[src/rtl/bp_stream_gather_if.sv]
// Configuration package and stream-gather bus: beat-serial input side, registered block output side.
// The slave modport is the gather engine; the master modport is whoever feeds beats and drains blocks.
package bp_stream_gather_pkg;

  typedef enum logic [0:0] {e_bp_default_cfg, e_bp_unicore_cfg} bp_params_e;

  localparam int dword_width_gp    = 64;
  localparam int cce_block_width_p = 512;
  localparam int paddr_width_p     = 40;
  localparam int lce_id_width_p    = 4;
  localparam int lce_assoc_p       = 8;

  typedef struct packed {
    logic [$clog2(lce_assoc_p)-1:0] way_id;
    logic [lce_id_width_p-1:0]      lce_id;
    logic [2:0]                     size;
    logic [paddr_width_p-1:0]       addr;
    logic [3:0]                     subop;
    logic [3:0]                     msg_type;
  } bp_bedrock_xce_mem_msg_header_s;

  localparam int xce_mem_msg_header_width = $bits(bp_bedrock_xce_mem_msg_header_s);

  function automatic int cfg_paddr_width(input bp_params_e cfg);
    case (cfg)
      e_bp_default_cfg: return paddr_width_p;
      default:          return paddr_width_p;
    endcase
  endfunction

endpackage

interface bp_stream_gather_if #(
  parameter int stream_data_width_p = bp_stream_gather_pkg::dword_width_gp,
  parameter int block_width_p       = bp_stream_gather_pkg::cce_block_width_p
) ();

  bp_stream_gather_pkg::bp_bedrock_xce_mem_msg_header_s in_header_i;
  logic [stream_data_width_p-1:0]                       in_data_i;
  logic                                                 in_v_i;
  logic                                                 in_last_i;
  logic                                                 in_ready_and_o;

  bp_stream_gather_pkg::bp_bedrock_xce_mem_msg_header_s out_header_o;
  logic [block_width_p-1:0]                             out_data_o;
  logic                                                 out_v_o;
  logic                                                 out_yumi_i;
  logic                                                 len_err_o;

  modport slave (
    input  in_header_i, in_data_i, in_v_i, in_last_i, out_yumi_i,
    output in_ready_and_o, out_header_o, out_data_o, out_v_o, len_err_o
  );

  modport master (
    output in_header_i, in_data_i, in_v_i, in_last_i, out_yumi_i,
    input  in_ready_and_o, out_header_o, out_data_o, out_v_o, len_err_o
  );

endinterface

[src/rtl/bp_stream_gather.sv]
// Gathers a beat stream into one block, wrapping beats inside the size-aligned region and
// replicating that region across the block; presents the result on a valid/yumi port.
//
// state    | meaning
// e_ready  | idle; next accepted beat starts a message and captures its header
// e_gather | collecting beats until the one flagged last
// e_out    | block and header held on the output until yumi
module bp_stream_gather
  import bp_stream_gather_pkg::*;
#(
  parameter bp_params_e  bp_params_p         = e_bp_default_cfg,
  parameter int          stream_data_width_p = dword_width_gp,
  parameter int          block_width_p       = cce_block_width_p,
  parameter logic [15:0] payload_mask_p      = '0
) (
  input logic               clk_i,
  input logic               reset_i,
  bp_stream_gather_if.slave bus
);

  localparam int lp_words   = block_width_p / stream_data_width_p;
  localparam int lp_cnt_w   = (lp_words > 1) ? $clog2(lp_words) : 1;
  localparam int lp_bytes   = stream_data_width_p / 8;
  localparam int lp_off_raw = (lp_bytes > 1) ? $clog2(lp_bytes) : 0;
  localparam int lp_addr_w  = cfg_paddr_width(bp_params_p);
  localparam int lp_off     = (lp_off_raw + lp_cnt_w <= lp_addr_w) ? lp_off_raw : 0;
  localparam int lp_tot_w   = $clog2(lp_words + 2);
  localparam logic [lp_tot_w-1:0] lp_words_c = lp_tot_w'(lp_words);
  localparam logic [lp_tot_w-1:0] lp_sat_c   = lp_tot_w'(lp_words + 1);

  typedef enum logic [1:0] {e_ready, e_gather, e_out} state_e;

  // Beats per message, clamped to [1, words]; a full block therefore masks as all-ones.
  function automatic logic [lp_tot_w-1:0] calc_num(input logic [2:0] size);
    int n;
    n = (1 << size) / lp_bytes;
    if (n < 1) n = 1;
    if (n > lp_words) n = lp_words;
    return lp_tot_w'(n);
  endfunction

  state_e                                          r_state;
  bp_bedrock_xce_mem_msg_header_s                  r_hdr;
  logic [lp_words-1:0][stream_data_width_p-1:0]    r_buf;
  logic [lp_tot_w-1:0]                             r_cnt;
  logic                                            r_out_v;
  logic                                            r_len_err;
  logic                                            r_ready;

  logic [lp_words-1:0][stream_data_width_p-1:0]    w_buf_base;
  logic [lp_words-1:0][stream_data_width_p-1:0]    w_buf_next;
  logic [lp_tot_w-1:0]                             w_cnt_base;
  logic [lp_tot_w-1:0]                             w_total;
  logic [lp_tot_w-1:0]                             w_num;
  logic [lp_tot_w-1:0]                             w_expect;
  logic                                            w_first;
  logic                                            w_accept;
  logic                                            w_payload;
  logic                                            w_wr_en;
  logic [2:0]                                      w_size;
  logic [3:0]                                      w_type;
  logic [lp_cnt_w-1:0]                             w_first_cnt;
  logic [lp_cnt_w-1:0]                             w_mask;
  logic [lp_cnt_w-1:0]                             w_k;
  logic [lp_cnt_w-1:0]                             w_slot;
  logic [stream_data_width_p-1:0]                  w_data;

  // On the first beat the live header decides geometry; afterwards only the captured one does.
  assign w_first     = (r_state == e_ready);
  assign w_accept    = bus.in_v_i & r_ready;
  assign w_size      = w_first ? bus.in_header_i.size     : r_hdr.size;
  assign w_type      = w_first ? bus.in_header_i.msg_type : r_hdr.msg_type;
  assign w_first_cnt = w_first ? bus.in_header_i.addr[lp_off +: lp_cnt_w]
                               : r_hdr.addr[lp_off +: lp_cnt_w];

  assign w_num      = calc_num(w_size);
  assign w_mask     = lp_cnt_w'(w_num - 1'b1);
  assign w_payload  = payload_mask_p[w_type];
  assign w_cnt_base = w_first ? '0 : r_cnt;
  assign w_k        = w_cnt_base[lp_cnt_w-1:0];
  assign w_wr_en    = (w_cnt_base < lp_words_c);
  assign w_slot     = (w_first_cnt + w_k) & w_mask;
  assign w_total    = (w_cnt_base == lp_sat_c) ? lp_sat_c : w_cnt_base + 1'b1;
  assign w_expect   = w_payload ? w_num : lp_tot_w'(1);
  assign w_data     = w_payload ? bus.in_data_i : '0;
  assign w_buf_base = w_first ? '0 : r_buf;

  // Writing every word whose low bits match the slot keeps the block replicated at all times.
  always_comb begin
    w_buf_next = w_buf_base;
    if (w_wr_en) begin
      for (int j = 0; j < lp_words; j++) begin
        if ((lp_cnt_w'(j) & w_mask) == w_slot) w_buf_next[j] = w_data;
      end
    end
  end

  always_ff @(posedge clk_i or negedge reset_i) begin
    if (!reset_i) begin
      r_state   <= e_ready;
      r_hdr     <= '0;
      r_buf     <= '0;
      r_cnt     <= '0;
      r_out_v   <= 1'b0;
      r_len_err <= 1'b0;
      r_ready   <= 1'b0;
    end else begin
      case (r_state)
        e_ready, e_gather: begin
          r_ready <= 1'b1;
          if (w_accept) begin
            if (w_first) r_hdr <= bus.in_header_i;
            r_buf <= w_buf_next;
            r_cnt <= w_total;
            if (bus.in_last_i) begin
              r_state   <= e_out;
              r_out_v   <= 1'b1;
              r_len_err <= (w_total != w_expect);
              r_ready   <= 1'b0;
            end else begin
              r_state <= e_gather;
            end
          end
        end
        e_out: begin
          if (bus.out_yumi_i) begin
            r_state   <= e_ready;
            r_out_v   <= 1'b0;
            r_len_err <= 1'b0;
            r_ready   <= 1'b1;
          end
        end
        default: r_state <= e_ready;
      endcase
    end
  end

  assign bus.in_ready_and_o = r_ready;
  assign bus.out_header_o   = r_hdr;
  assign bus.out_data_o     = r_buf;
  assign bus.out_v_o        = r_out_v;
  assign bus.len_err_o      = r_len_err;

endmodule

[src/flat_wrapper.sv]
// flat-port wrapper written by rule: the top's interface ports become plain ports
module bp_stream_gather_flat import bp_stream_gather_pkg::*;
#(
  parameter bp_params_e  bp_params_p         = e_bp_default_cfg,
  parameter int          stream_data_width_p = dword_width_gp,
  parameter int          block_width_p       = cce_block_width_p,
  parameter logic [15:0] payload_mask_p      = '0
)
  (clk_i, reset_i, bus_in_header_i, bus_in_data_i, bus_in_v_i, bus_in_last_i, bus_out_yumi_i, bus_in_ready_and_o, bus_out_header_o, bus_out_data_o, bus_out_v_o, bus_len_err_o);
  bp_stream_gather_if #(.stream_data_width_p(stream_data_width_p), .block_width_p(block_width_p)) bus_i ();
  input logic clk_i;
  input logic reset_i;
  input wire logic [$bits(bus_i.in_header_i)-1:0] bus_in_header_i;
  input wire logic [$bits(bus_i.in_data_i)-1:0] bus_in_data_i;
  input wire logic [$bits(bus_i.in_v_i)-1:0] bus_in_v_i;
  input wire logic [$bits(bus_i.in_last_i)-1:0] bus_in_last_i;
  input wire logic [$bits(bus_i.out_yumi_i)-1:0] bus_out_yumi_i;
  output wire logic [$bits(bus_i.in_ready_and_o)-1:0] bus_in_ready_and_o;
  output wire logic [$bits(bus_i.out_header_o)-1:0] bus_out_header_o;
  output wire logic [$bits(bus_i.out_data_o)-1:0] bus_out_data_o;
  output wire logic [$bits(bus_i.out_v_o)-1:0] bus_out_v_o;
  output wire logic [$bits(bus_i.len_err_o)-1:0] bus_len_err_o;
  assign bus_i.in_header_i = bus_in_header_i;
  assign bus_i.in_data_i = bus_in_data_i;
  assign bus_i.in_v_i = bus_in_v_i;
  assign bus_i.in_last_i = bus_in_last_i;
  assign bus_i.out_yumi_i = bus_out_yumi_i;
  assign bus_in_ready_and_o = bus_i.in_ready_and_o;
  assign bus_out_header_o = bus_i.out_header_o;
  assign bus_out_data_o = bus_i.out_data_o;
  assign bus_out_v_o = bus_i.out_v_o;
  assign bus_len_err_o = bus_i.len_err_o;
  bp_stream_gather #(.bp_params_p(bp_params_p), .stream_data_width_p(stream_data_width_p), .block_width_p(block_width_p), .payload_mask_p(payload_mask_p)) u_core (.clk_i(clk_i), .reset_i(reset_i), .bus(bus_i));
endmodule
[config.mk]
export PLATFORM = sky130hd
export DESIGN_NAME = bp_stream_gather_flat
export DESIGN_NICKNAME = d
export VERILOG_FILES = /design/src/rtl/bp_stream_gather_if.sv /design/src/rtl/bp_stream_gather.sv /design/src/flat_wrapper.sv
export SDC_FILE = /design/constraint.sdc
export NUM_CORES = 1
export LEC_CHECK = 0
export CORE_AREA = 3 3 270 272
export DETAILED_ROUTE_END_ITERATION = 8
export DIE_AREA = 0 0 273 275
export PLACE_DENSITY = 0.57
export SLEW_MARGIN = 20
export SYNTH_ARGS = -nofsm -noshare
export SYNTH_HDL_FRONTEND = slang
export SYNTH_SLANG_ARGS = --single-unit
[constraint.sdc]
create_clock -name clk_i -period 3.3 [get_ports clk_i]
set_input_delay 0.495 -clock clk_i [delete_from_list [all_inputs] [get_ports clk_i]]
set_output_delay 0.495 -clock clk_i [all_outputs]
set_load 0.1 [all_outputs]
======== Yosys cells after proc, flatten, opt, wreduce, memory -nomap -nowiden ========
Memory sizes are Yosys's and may differ from the RTL's.
Cells that the tools add are included.
operators by class
  add/subtract/negate cells ............... 4
  magnitude comparators ................... 4
  equality and inequality tests ........... 14
  shift operators ......................... 1
  multiplexer cells ....................... 35
  bitwise gates (word level) .............. 3
  reduce and logical (&&, ||, !) cells .... 10
operator list
  cell                                                                              count
  512-bit two-way mux                                                               2
  64-bit two-way mux                                                                9
  32-bit by 1-bit adder with 32-bit output                                          1
  32-bit by 5-bit greater-than comparator with 1-bit output, second input constant  1
  32-bit by 2-bit less-than comparator with 1-bit output, second input constant     1
  32-bit two-way mux                                                                1
  1-bit by 3-bit left shift with 32-bit output, first input constant                1
  4-bit two-way mux                                                                 5
  3-bit == test                                                                     4
  1-bit two-way mux                                                                 9
  2-bit by 3-bit == test with 1-bit output                                          2
  2-bit two-way mux                                                                 3
  3-bit two-way mux                                                                 2
  1-bit case mux with 2 select lines                                                3
  2-bit AND reduction                                                               3
  4-bit by 5-bit less-than comparator with 1-bit output, second input constant      1
  4-bit by 1-bit adder with 4-bit output, second input constant                     1
  4-bit == test, second input constant                                              1
  4-bit less-than comparator, second input constant                                 1
  2-bit != test, second input constant                                              2
  4-bit != test                                                                     1
  2-bit case mux with 2 select lines                                                1
  4-bit AND reduction                                                               1
  3-bit adder                                                                       1
  13 further kinds                                                                  14
word-level totals
  register bits after elaboration ......... 579
  bits in read-only memories .............. 16
  input bits .............................. 127
  output and inout port bits .............. 573
  memories ................................ 1
memory list
  name              words  bits a word  rd ports  clocked after memory_dff  wr ports  RTL line                RTL
  (name not given)  16     1            1         0                         0         bp_stream_gather.sv:78  assign w_payload = payload_mask_p[w_type];

======== Logic depth before layout (Yosys ltp) ========
Gate-level depths: netlist (run 1).
  depth in word-level cells ............... 15
  gate-level depth with buffers ........... 11
  depth with buffers taken out ............ 8

======== Least setup slack after synthesis (run 1) ========
Ideal clock, no wire load.
  path kind ............................... reg2reg
  start ................................... register u_core.r_state[1]
  end ..................................... register u_core.r_buf, in the netlist u_core.bus.out_data_o[171]
  arrival ................................. 2.759 ns
  data required time ...................... 3.167 ns
  path slack .............................. 0.408 ns
  stages on the path, launching flop included .. 11
  buffers on the path ..................... 3
  period minus slack after synthesis ...... 2.892 ns
  path through ............................ dfrtp_1 > nor2_1 > buf_2 > mux2_2 > ha_1 > fa_1 > o21ai_0 > a21oi_1 > clkbuf_1 > clkbuf_1 > a21oi_1
between the ends
  cells in the longest elaborated chain, start to end .. 15
  elaborated cells between the ends (all ways) .. 27
  those cells by class .................... add/sub: 3; order compare: 3; eq/ne: 2; shift: 1; mux: 11; bitwise: 2; reduce/logical: 4; memory: 1
ends and longest elaborated chain
  element                                                    RTL line                                         RTL
  start: declaration                                         bp_stream_gather.sv:42                           state_e r_state;
  start signal: assignment                                   bp_stream_gather.sv:100                          r_state <= e_ready;
  start signal: assignment                                   bp_stream_gather.sv:116                          r_state <= e_out;
  start signal: assignment                                   bp_stream_gather.sv:121                          r_state <= e_gather;
  2-bit logical NOT                                          bp_stream_gather.sv:69, bp_stream_gather.sv:108
  3-bit two-way mux                                          bp_stream_gather.sv:71                           assign w_size = w_first ? bus.in_header_i.size : r_hdr.size;
  1-bit by 3-bit left shift with 32-bit output               bp_stream_gather.sv:36                           n = (1 << size) / lp_bytes;
  3-bit OR reduction (no line)                               --
  1-bit AND (no line)                                        --
  32-bit by 1-bit adder with 32-bit output (no line)         --
  32-bit by 2-bit less-than comparator with 1-bit output     bp_stream_gather.sv:37                           if (n < 1) n = 1;
  32-bit two-way mux                                         bp_stream_gather.sv:37
  32-bit by 5-bit greater-than comparator with 1-bit output  bp_stream_gather.sv:38                           if (n > lp_words) n = lp_words;
  4-bit two-way mux                                          bp_stream_gather.sv:38
  3-bit by 1-bit subtractor with 3-bit output                bp_stream_gather.sv:77                           assign w_mask = lp_cnt_w'(w_num - 1'b1);
  3-bit AND                                                  bp_stream_gather.sv:82                           assign w_slot = (w_first_cnt + w_k) & w_mask;
  2-bit by 3-bit == test with 1-bit output                   bp_stream_gather.sv:93                           if ((lp_cnt_w'(j) & w_mask) == w_slot) w_buf_next[j] = w_data;
  64-bit two-way mux                                         bp_stream_gather.sv:93
  512-bit two-way mux                                        bp_stream_gather.sv:91                           if (w_wr_en) begin
  end signal: assignment                                     bp_stream_gather.sv:113                          r_buf <= w_buf_next;
  end: declaration                                           bp_stream_gather.sv:44                           logic [lp_words-1:0][stream_data_width_p-1:0] r_buf;
Several ways; a longest one is shown, not always the timed one. The select of a mux whose other input is x is not followed.
A chain may end at the register's enable or synchronous reset.

======== Worst setup path after layout (run 1) ========
  start ................................... register u_core.r_state[1]
  end ..................................... register u_core.r_buf, in the netlist u_core.bus.out_data_o[106]
between the ends
  cells in the longest elaborated chain, start to end .. 15
  elaborated cells between the ends (all ways) .. 27
  those cells by class .................... add/sub: 3; order compare: 3; eq/ne: 2; shift: 1; mux: 11; bitwise: 2; reduce/logical: 4; memory: 1
ends and longest elaborated chain
  element                                                    RTL line
  2-bit logical NOT                                          bp_stream_gather.sv:69, bp_stream_gather.sv:108
  3-bit two-way mux                                          bp_stream_gather.sv:71
  1-bit by 3-bit left shift with 32-bit output               bp_stream_gather.sv:36
  3-bit OR reduction (no line)                               --
  1-bit AND (no line)                                        --
  32-bit by 1-bit adder with 32-bit output (no line)         --
  32-bit by 2-bit less-than comparator with 1-bit output     bp_stream_gather.sv:37
  32-bit two-way mux                                         bp_stream_gather.sv:37
  32-bit by 5-bit greater-than comparator with 1-bit output  bp_stream_gather.sv:38
  4-bit two-way mux                                          bp_stream_gather.sv:38
  3-bit by 1-bit subtractor with 3-bit output                bp_stream_gather.sv:77
  3-bit AND                                                  bp_stream_gather.sv:82
  1-bit by 3-bit == test with 1-bit output                   bp_stream_gather.sv:93
  64-bit two-way mux                                         bp_stream_gather.sv:93
  512-bit two-way mux                                        bp_stream_gather.sv:91
Several ways; a longest one is shown, not always the timed one. The select of a mux whose other input is x is not followed.

==> results of run 1 <==
final cells by class:
cell class	instances	share of cell area (%)
antenna	2	0.0164
clock inverter	26	1.03
clock buffer	92	6.35
tap	950	3.90
timing repair buffer	716	22.5
inverter	4	0.0493
sequential	579	47.6
multi-input combinational	1144	18.5
registers in the layout (all words and copies together) (netlist names):
register	cells
u_core.bus.out_data_o	512
u_core.bus.out_header_o	58
u_core.r_cnt	4
u_core.r_state	2
u_core.bus.in_ready_and_o	1
u_core.bus.len_err_o	1
u_core.bus.out_v_o	1
tightest hold or removal path, stage by stage, from the launching register on:
cell	delay [ns]
sky130_fd_sc_hd__dfrtp_1	0.37
sky130_fd_sc_hd__nand2_1	0.06
sky130_fd_sc_hd__a21oi_1	0.03
kinds of logic after synthesis:
| logic type | count (synthesis) |
|---|---|
| XOR/XNOR | 3 |
| buffers and inverters | 181 |
| AO/OA/AOI/OAI | 535 |
| AND/OR/NAND/NOR | 539 |
| flip-flops | 579 |
| multiplexers | 64 |
| adder cells (fa/ha/maj) | 3 |
final timing paths:
kind,from,cells past startpoint,end
worst min-delay path,u_core.bus.out_data_o[204],2,u_core.bus.out_data_o[204]
worst max register to register,u_core.r_state[1],10,u_core.bus.out_data_o[106]
max in group asynchronous,reset_i,3,u_core.bus.out_header_o[14]
min in group asynchronous,reset_i,2,u_core.bus.out_data_o[41]
worst max-delay path,u_core.r_state[1],10,u_core.bus.out_data_o[106]
worst min register to register,u_core.bus.out_data_o[204],2,u_core.bus.out_data_o[204]
stage by stage:
step / worst slack (ns) / instances
6_report: 0.228 / 3513
5_1_grt: 0.00707 / 3513
4_1_cts: 0.185 / 3511
3_5_place_dp: -0.00167 / 3392
3_3_place_gp: 0.0519 / 3392
2_1_floorplan: 0.408 / 1904
layer usage:
layer  share of wire [%]  global-route usage, %
met5               0.019                      0
met4                 3.4                   6.28
met3                 8.0                   5.77
met2                  48                   26.2
met1                  41                   20.1
Yosys cell counts, types with 2 or more instances:
library cell,number,area share [%]
sky130_fd_sc_hd__buf_4,43,1.5
sky130_fd_sc_hd__o21ai_0,11,0.26
sky130_fd_sc_hd__buf_2,22,0.53
sky130_fd_sc_hd__mux2i_1,2,0.096
sky130_fd_sc_hd__nand3_1,3,0.072
sky130_fd_sc_hd__ha_1,2,0.12
sky130_fd_sc_hd__mux2_2,62,3.3
sky130_fd_sc_hd__inv_1,4,0.072
sky130_fd_sc_hd__a21oi_1,517,12
sky130_fd_sc_hd__buf_1,2,0.036
sky130_fd_sc_hd__dfrtp_1,579,69
sky130_fd_sc_hd__nand2_1,518,9.3
sky130_fd_sc_hd__nor2_1,4,0.072
sky130_fd_sc_hd__nand2b_1,4,0.12
sky130_fd_sc_hd__xor2_1,3,0.13
sky130_fd_sc_hd__clkbuf_1,109,2.0
sky130_fd_sc_hd__nor2b_1,3,0.090
power breakdown:
part | switching, mW | internal (mW) | leakage [nW] | total [mW]
sequential | 0.214 | 7.44 | 7.95 | 7.65
clock | 2.96 | 4.51 | 1.12 | 7.48
combinational | 5.66 | 1.83 | 4.99 | 7.49
total | 8.84 | 13.8 | 14.1 | 22.6
what timing repair did:
| action | CTS | global route |
|---|---|---|
| hold buffers | 1 | 0 |
| buffers inserted | 0 | 0 |
| resized for setup | 0 | 0 |
| setup endpoints to repair | 0 | 0 |
| hold endpoints to repair | 66 | 0 |
==> results.py, run 1 <==
metrics = {
    "synth": {
        "yosysSeqAreaShare_pct": 69.1,
        "syn_inst": 1904,
        "synth_async_sr_flop_share_pct": 100,
        "synth.avg_cell_area_sq_um": 11.0,
        "ys_seq_elements": 579,
        "synth-compound-area-share_pct": 13.0,
        "synth_nets": 2034,
        "yosys.area_share.simple_pct": 9.93,
        "arithmetic_cell_share_of_the_synthesized_area_counting_full_adders_half_adders_and_majority_gates_pct": 0.215,
        "yosys_warnings": 0,
        "synth_mux_area_share_pct": 3.43,
        "yosys_most_used_dff": "sky130_fd_sc_hd__dfrtp_1",
        "fraction_of_synthesized_cell_area_in_xor_and_xnor_cells_pct": 0.125,
        "netlist_cell_types": 33,
        "synth_top_family_by_area": "compound AO/OA/AOI/OAI gates",
        "synth_edf_count": 0,
        "netlist_area_sq_um": 21000,
    },
    "layout": {
        "layout.cells.most_common": "sky130_fd_sc_hd__dfrtp_1",
        "area_growth_pct": 45.3,
        "nFillCells": 6717,
        "multi_input_area_sq_um": 5640,
        "most-common-layout-cells": "sky130_fd_sc_hd__dfrtp_1 (579), sky130_fd_sc_hd__nand2_1 (518), sky130_fd_sc_hd__a21oi_1 (515)",
        "final_cell_area_sq_um": 30400,
        "finalNetCount": 2641,
        "layout-drive-gt1-share_pct": 18.2,
        "post-route-util_pct": 42.9,
        "seq_area_sq_um": 14500,
    },
    "sta": {
        "fin_worst_skew_ns": 0.0254,
        "final.min_clock_period_ns": 3.07,
        "fmaxAchievable_mhz": 326,
        "maxSlewHeadroom_pct": 30.1,
        "period_share_pct": 93.1,
        "hold_slack_ns": 0.495,
        "timing_worst_slew_pin_value_ns": 1.05,
        "timing.final.hold_violations": 0,
        "report.final.setup_viol": 0,
        "report.final.slew_viol_count": 0,
        "rsz_0062_raised_after_global_routing": "no",
        "totalNegativeSetupSlack_ns": 0,
    },
    "setup_path": {
        "crit_slowest_cell": "sky130_fd_sc_hd__fa_1",
        "worst_path_buffer_plus_inverter_count": 4,
        "timing.critical_path.fanout_max": 36,
        "critical_path.most_common_cell": "sky130_fd_sc_hd__buf_12",
        "regToRegSetupSlack_ns": 0.23,
        "category_of_cells_accounting_for_the_largest_share_of_critical_path_delay": "compound AO/OA/AOI/OAI gates",
        "worstPathRequired_ns": 3.80,
        "timing.critical_path.from_type": "flip-flop",
        "worst_ep_arrival_time_ns": 3.58,
        "critical_path.max_stage_delay_ns": 0.58,
        "endpoint_kind": "flip-flop",
        "crit_path_cell_trace": "nor2_1, buf_4, mux2_2, fa_1, inv_1, o21ai_0, nor2_4, buf_12, buf_12, a21oi_1",
        "timing_worst_setup_path_type": "reg2reg",
    },
    "floorplan": {
        "floorplan.rows": 98,
        "top_level_ports": 700,
        "initial_utilization_pct": 29.5,
        "die_width_microns": 273,
        "chipHeight_microns": 275,
        "design.core.area_sq_um": 71000,
        "die-area_sq_um": 75100,
    },
    "min_path": {
        "hold_path_class": "reg2reg",
    },
    "clocking": {
        "clock_tree.root_cell": "sky130_fd_sc_hd__clkbuf_16",
        "cts_buffers": 66,
        "clock_tree_from_tritoncts": "built",
        "clk_latency_ns": 0.59,
        "htree_levels": 3,
        "clock_sinks": 579,
        "cts.reportedPaths.clkPinSlew_ns": 0.06,
        "cts-root-to-sink-buffers": 3,
    },
    "global_routing": {
        "grt-ovfl-total": 0,
        "grt.total_usage_pct": 16.3,
        "grt_first_pass_wirelength_microns": 97100,
        "antenna_found_initial": 3,
        "first_global_vias": 16391,
        "largest_net_degree_at_the_start_of_global_routing": 154,
    },
    "route": {
        "wire_per_inst_microns": 18.0,
        "number_of_detailed_routing_iterations_run_before_antenna_repair": 5,
        "vias": 16121,
        "initialDrtViolationCount": 1015,
        "route.final.wire_length_microns": 63300,
        "antenna_violating_nets_post_route": 0,
        "vias_per_cell": 4.59,
        "remaining_drc_errors": 0,
    },
    "pwr": {
        "total_leakage_power_nw": 14.1,
        "power_density_nw_per_um2": 743,
        "total_power_mw": 22.6,
        "max-vdd-ir-drop_uv": 755,
    },
    "outcome": {
        "status": "completed",
    },
    "placed_design": {
        "placement_cell_area_sq_um": 28200,
        "gp_routability_congestion": 0.759,
        "dpl.hpwl_microns": 43300,
        "placement.io_buffers": 635,
    },
    "run": {
        "drv_cap": 0,
    },
}
No activity file was read; power rests on OpenSTA's default activity.
==> run 2, diff against run 1 <==
Settings changed: CTS_CLUSTER_DIAMETER set to 80, DONT_BUFFER_PORTS set to 1, PLACE_DENSITY 0.57 to 0.44.
==> run 2 against run 1 <==
Clock power is 1% lower; global-route usage is 1.5 points lower; via count is 15% lower; the flow now finishes with violations (hold timing, slew limit); cell count is 18% lower; critical endpoint is now u_core.bus.out_data_o[260]; register-to-register slack better by 0.09 ns; largest cell class unchanged; power is 4.2% lower; design area is 20% lower; non-clock buffer count is 649 lower; critical path type unchanged; highest routed layer is now met4.
==> results.py, run 2 (synthesis results as in run 1) <==
metrics = {
    "global_routing": {
        "antenna_found_initial": 0,
        "grt_first_pass_wirelength_microns": 87000,
        "grt.total_usage_pct": 14.8,
        "grt-ovfl-total": 0,
        "first_global_vias": 13497,
        "largest_net_degree_at_the_start_of_global_routing": 580,
    },
    "route": {
        "antenna_violating_nets_post_route": 0,
        "vias_per_cell": 4.78,
        "number_of_detailed_routing_iterations_run_before_antenna_repair": 5,
        "remaining_drc_errors": 0,
        "route.final.wire_length_microns": 58500,
        "wire_per_inst_microns": 20.4,
        "vias": 13683,
        "initialDrtViolationCount": 1025,
    },
    "outcome": {
        "status": "finished, violations left",
        "violations": "hold timing, slew limit",
    },
    "clocking": {
        "clock_tree.root_cell": "sky130_fd_sc_hd__clkbuf_16",
        "cts_buffers": 66,
        "clock_sinks": 579,
        "cts.reportedPaths.clkPinSlew_ns": 0.06,
        "htree_levels": 3,
        "clock_tree_from_tritoncts": "built",
        "clk_latency_ns": 0.59,
        "cts-root-to-sink-buffers": 3,
        "cts.hold.buffers_added": 10,
    },
    "placed_design": {
        "gp_routability_congestion": 0.767,
        "placement.io_buffers": 0,
        "dpl.hpwl_microns": 37600,
    },
    "sta": {
        "totalNegativeSetupSlack_ns": 0,
        "timing_worst_slew_pin_value_ns": 2.18,
        "period_share_pct": 90.4,
        "hold_slack_ns": -0.396,
        "fin_worst_skew_ns": 0.0321,
        "fmaxAchievable_mhz": 335,
        "timing.final.hold_violations": 404,
        "maxSlewHeadroom_pct": -45.5,
        "rsz_0062_raised_after_global_routing": "no",
        "report.final.setup_viol": 0,
        "report.final.slew_viol_count": 217,
        "final.min_clock_period_ns": 2.98,
    },
    "layout": {
        "finalNetCount": 1992,
        "layout-drive-gt1-share_pct": 12.0,
        "most-common-layout-cells": "sky130_fd_sc_hd__dfrtp_1 (579), sky130_fd_sc_hd__nand2_1 (518), sky130_fd_sc_hd__a21oi_1 (515)",
        "flip_flop_count_of_the_largest_register_all_copies_and_words_added": 512,
        "count_of_antenna_diodes_in_the_layout": 0,
        "area_growth_pct": 16.5,
        "layout.cells.most_common": "sky130_fd_sc_hd__dfrtp_1",
    },
    "setup_path": {
        "launch_point_of_the_worst_reg_to_reg_path": "u_core.r_state[1]",
        "worst_ep_arrival_time_ns": 3.42,
        "crit_slowest_cell": "sky130_fd_sc_hd__fa_1",
        "timing_worst_setup_path_type": "reg2reg",
        "critical_path.most_common_cell": "sky130_fd_sc_hd__buf_4",
        "crit_path_cell_trace": "nor2_1, mux2_2, ha_1, fa_1, inv_1, o21ai_0, buf_4, a21oi_4, buf_4, a21oi_1",
        "endpoint_kind": "flip-flop",
        "worstPathRequired_ns": 3.74,
        "timing.critical_path.from": "u_core.r_state[1]",
        "critical_path.max_stage_delay_ns": 0.46,
        "timing.critical_path.from_type": "flip-flop",
        "timing.critical_path.fanout_max": 18,
    },
    "floorplan": {
        "die-area_sq_um": 75100,
        "initial_utilization_pct": 29.5,
        "top_level_ports": 700,
        "chipHeight_microns": 275,
        "design.core.area_sq_um": 71000,
        "die_width_microns": 273,
        "floorplan.rows": 98,
    },
    "pwr": {
        "total_power_mw": 21.7,
        "max-vdd-ir-drop_uv": 644,
        "power_density_nw_per_um2": 887,
        "total_leakage_power_nw": 11.3,
    },
    "min_path": {
        "hold_path_class": "in2async",
    },
    "run": {
        "drv_cap": 0,
    },
}
-- run 2: cell types whose count changed in the layout (fill, tap and decap cells not counted), sizes merged --
cell	change
bufinv	-1
clkinv	-4
clkinvlp	+2
inv	+1
buf	-231
dlygate4sd3	+9
diode	-2
clkdlybuf4s50	-427
clkbuf	+4
-- run 2: worst max-delay path, delay by kind of cell (launching register included) --
family	cells	cell delay, ns
multiplexers	1	0.40
AND/OR/NAND/NOR	1	0.26
adder cells (fa/ha/maj)	2	0.67
buffers and inverters	3	0.56
AO/OA/AOI/OAI	3	0.56
flip-flops	1	0.37
-- run 2: path summary, 6_finish.rpt --
kind | depth (start not counted) | slack, ns | end
min in group clk_i | 1 | 0.06 | u_core.bus.out_header_o[53]
setup reg to reg | 10 | 0.32 | u_core.bus.out_data_o[260]
max in group asynchronous | 0 | 1.95 | u_core.bus.out_data_o[467]
setup / recovery | 10 | 0.32 | u_core.bus.out_data_o[260]
hold / removal | 0 | -0.40 | u_core.bus.out_data_o[76]
hold reg to reg | 2 | 0.58 | u_core.r_state[0]
-- run 2: repair_timing --
action                                 CTS  global route
endpoints found under the hold margin  589           579
resized for setup                        0             0
buffers inserted                         0             0
setup endpoints to repair                0             0
-- run 2: area by class of cell --
class / count / area, sq um
fill: 7072 / 46600
sequential: 579 / 14500
multi-input combinational: 1144 / 5640
clock buffer: 96 / 1920
tap: 950 / 1190
timing repair buffer: 67 / 853
clock inverter: 24 / 302
inverter: 4 / 15.0
-- run 2: layer usage --
layer | vias to the layer above | wire (microns) | global-route usage, %
li1 | 6221 | - | -
met1 | 6885 | 21900 | 17.3
met2 | 460 | 28000 | 23.4
met3 | 117 | 6740 | 7.50
met4 | 0 | 1810 | 5.37
met5 | - | 0 | 0
-- run 2: per-stage QoR --
| step | setup WS (ns) | cells | util, % | instance area [sq um] |
|---|---|---|---|---|
| global placement | 0.305 | 2734 | 31.1 | 22100 |
| CTS | 0.256 | 2864 | 34.4 | 24400 |
| floorplan | 0.408 | 1904 | - | 21000 |
| finish | 0.317 | 2864 | 34.4 | 24400 |
| global route | 0.0975 | 2864 | 34.4 | 24400 |
| detailed placement | 0.306 | 2734 | 31.1 | 22100 |
-- run 2: report_power, final --
part | total (mW) | switching, mW | leakage [nW] | internal (mW)
sequential | 9.82 | 2.43 | 7.95 | 7.39
combinational | 4.47 | 3.23 | 2.27 | 1.24
clock | 7.37 | 2.97 | 1.08 | 4.40
==> run 3, diff against run 2 <==
Settings changed: GPL_TIMING_DRIVEN set to 0, SLEW_MARGIN 20 to not set.
==> run 3 against run 2 <==
The flow still finishes with violations (hold timing, slew limit); fmax is 5.5% lower; worst setup slack lost 0.17 ns; routed wire length increased by 17%; critical endpoint is now u_core.bus.out_data_o[92]; via count rose by 5.0%; combinational power up 3%; largest cell class unchanged; power is 1.6% higher; clock-buffer cell count fell by 8; flip-flop and latch count is the same; die area is the same; cell count up 5.7%; register-to-register slack got worse by 0.17 ns; non-clock buffer count rose by 172.
==> results.py, run 3 (synthesis results as in run 1) <==
metrics = {
    "outcome": {
        "status": "finished, violations left",
        "violations": "hold timing, slew limit",
    },
    "setup_path": {
        "endpoint_kind": "flip-flop",
        "worstPathRequired_ns": 3.78,
        "timing_worst_setup_path_type": "reg2reg",
        "timing.critical_path.from_type": "flip-flop",
        "timing.critical_path.fanout_max": 10,
        "worst_ep_arrival_time_ns": 3.63,
    },
    "pwr": {
        "max-vdd-ir-drop_uv": 553,
        "power_density_nw_per_um2": 878,
        "total_leakage_power_nw": 11.7,
    },
    "sta": {
        "fmaxAchievable_mhz": 317,
        "maxSlewHeadroom_pct": -72.3,
        "report.final.slew_viol_count": 298,
        "final.min_clock_period_ns": 3.16,
        "report.final.setup_viol": 0,
        "timing_worst_slew_pin_value_ns": 2.58,
        "timing.final.hold_violations": 320,
        "hold_slack_ns": -0.414,
        "rsz_0062_raised_after_global_routing": "no",
        "fin_worst_skew_ns": 0.0172,
        "period_share_pct": 95.6,
        "totalNegativeSetupSlack_ns": 0,
    },
    "route": {
        "vias_per_cell": 4.74,
        "antenna_violating_nets_post_route": 0,
        "number_of_detailed_routing_iterations_run_before_antenna_repair": 5,
        "route.final.wire_length_microns": 68300,
        "vias": 14364,
        "initialDrtViolationCount": 1014,
        "remaining_drc_errors": 0,
        "wire_per_inst_microns": 22.5,
    },
    "global_routing": {
        "grt.total_usage_pct": 17.5,
        "antenna_found_initial": 1,
        "grt-ovfl-total": 0,
        "grt_first_pass_wirelength_microns": 99300,
        "first_global_vias": 14694,
        "largest_net_degree_at_the_start_of_global_routing": 580,
    },
    "floorplan": {
        "die-area_sq_um": 75100,
        "die_width_microns": 273,
        "floorplan.rows": 98,
        "design.core.area_sq_um": 71000,
        "top_level_ports": 700,
        "chipHeight_microns": 275,
        "initial_utilization_pct": 29.5,
    },
    "layout": {
        "layout-drive-gt1-share_pct": 14.1,
        "final_cell_area_sq_um": 25100,
        "flip_flop_count_of_the_largest_register_all_copies_and_words_added": 512,
        "most-common-layout-cells": "sky130_fd_sc_hd__dfrtp_1 (577), sky130_fd_sc_hd__nand2_1 (518), sky130_fd_sc_hd__a21oi_1 (516)",
        "multi_input_area_sq_um": 5610,
        "seq_area_sq_um": 14500,
        "count_of_antenna_diodes_in_the_layout": 0,
        "post-route-util_pct": 35.3,
        "nFillCells": 7083,
        "layout.cells.most_common": "sky130_fd_sc_hd__dfrtp_1",
        "finalNetCount": 2159,
        "area_growth_pct": 19.6,
    },
    "placed_design": {
        "dpl.hpwl_microns": 49600,
        "placement.io_buffers": 0,
        "gp_routability_congestion": 0.803,
        "placement_cell_area_sq_um": 22100,
    },
    "clocking": {
        "cts_buffers": 61,
        "cts.reportedPaths.clkPinSlew_ns": 0.06,
        "clock_sinks": 579,
        "clock_tree.root_cell": "sky130_fd_sc_hd__clkbuf_16",
        "cts.hold.buffers_added": 61,
        "cts-root-to-sink-buffers": 3,
        "clk_latency_ns": 0.61,
        "htree_levels": 2,
        "clock_tree_from_tritoncts": "built",
    },
    "min_path": {
        "hold_path_class": "in2async",
    },
    "run": {
        "drv_cap": 0,
    },
}
-- run 3: final timing paths --
kind	slack, ns	end	from	cells past startpoint
min in group clk_i	0.06	u_core.bus.in_ready_and_o	bus_out_yumi_i	2
worst min-delay path	-0.41	u_core.bus.out_data_o[50]	reset_i	0
max in group asynchronous	1.67	u_core.bus.out_data_o[153]	reset_i	0
worst max register to register	0.14	u_core.bus.out_data_o[92]	u_core.bus.out_header_o[11]	9
worst max-delay path	0.14	u_core.bus.out_data_o[92]	u_core.bus.out_header_o[11]	9
worst min register to register	0.59	u_core.r_cnt[3]	u_core.r_cnt[3]	2
-- run 3: through the flow --
| stage | total power [mW] | std cells | setup slack [ns] |
|---|---|---|---|
| floorplan | 13.1 | 1904 | 0.408 |
| global placement | 14.6 | 2854 | -0.816 |
| detailed placement | 14.7 | 2854 | -0.841 |
| CTS | 22.3 | 3028 | 0.000855 |
| global route | 23.0 | 3028 | 0.00129 |
| finish | 22.0 | 3028 | 0.145 |
-- run 3: what timing repair did --
action	in CTS	in global routing
gates cloned	0	0
endpoints found under the setup margin	472	480
gates resized for setup	64	29
endpoints found under the hold margin	640	579
setup buffers	1	0
-- run 3: worst max-delay path: stages, from the launching register on --
cell and delay, ns:
sky130_fd_sc_hd__dfrtp_1 1.02, sky130_fd_sc_hd__mux2_2 0.33, sky130_fd_sc_hd__ha_1 0.16, sky130_fd_sc_hd__fa_1 0.43, sky130_fd_sc_hd__inv_1 0.07, sky130_fd_sc_hd__o21ai_1 0.10, sky130_fd_sc_hd__nor2_1 0.22, sky130_fd_sc_hd__buf_4 0.29
sky130_fd_sc_hd__clkbuf_2 0.27, sky130_fd_sc_hd__a21oi_1 0.11
-- run 3: power breakdown --
group	switching [mW]	internal [mW]	total (mW)
Clock	2.88	4.42	7.30
Combinational	3.24	1.38	4.62
Sequential	2.71	7.38	10.1
Total	8.83	13.2	22.0
-- run 3: area by class of cell --
class	count	share of cell area [%]
Clock inverter	24	1.37
Clock buffer	88	7.22
Buffer	177	3.93
Sequential cell	579	57.8
Inverter	4	0.0599
Timing Repair Buffer	62	2.47
Tap cell	950	4.74
Multi-Input combinational cell	1144	22.4
-- run 3: layer usage --
metal	wire length, microns	track usage (%)
met5	0	0
met4	2210	5.72
met3	7310	7.85
met2	33500	29.5
met1	25200	19.7
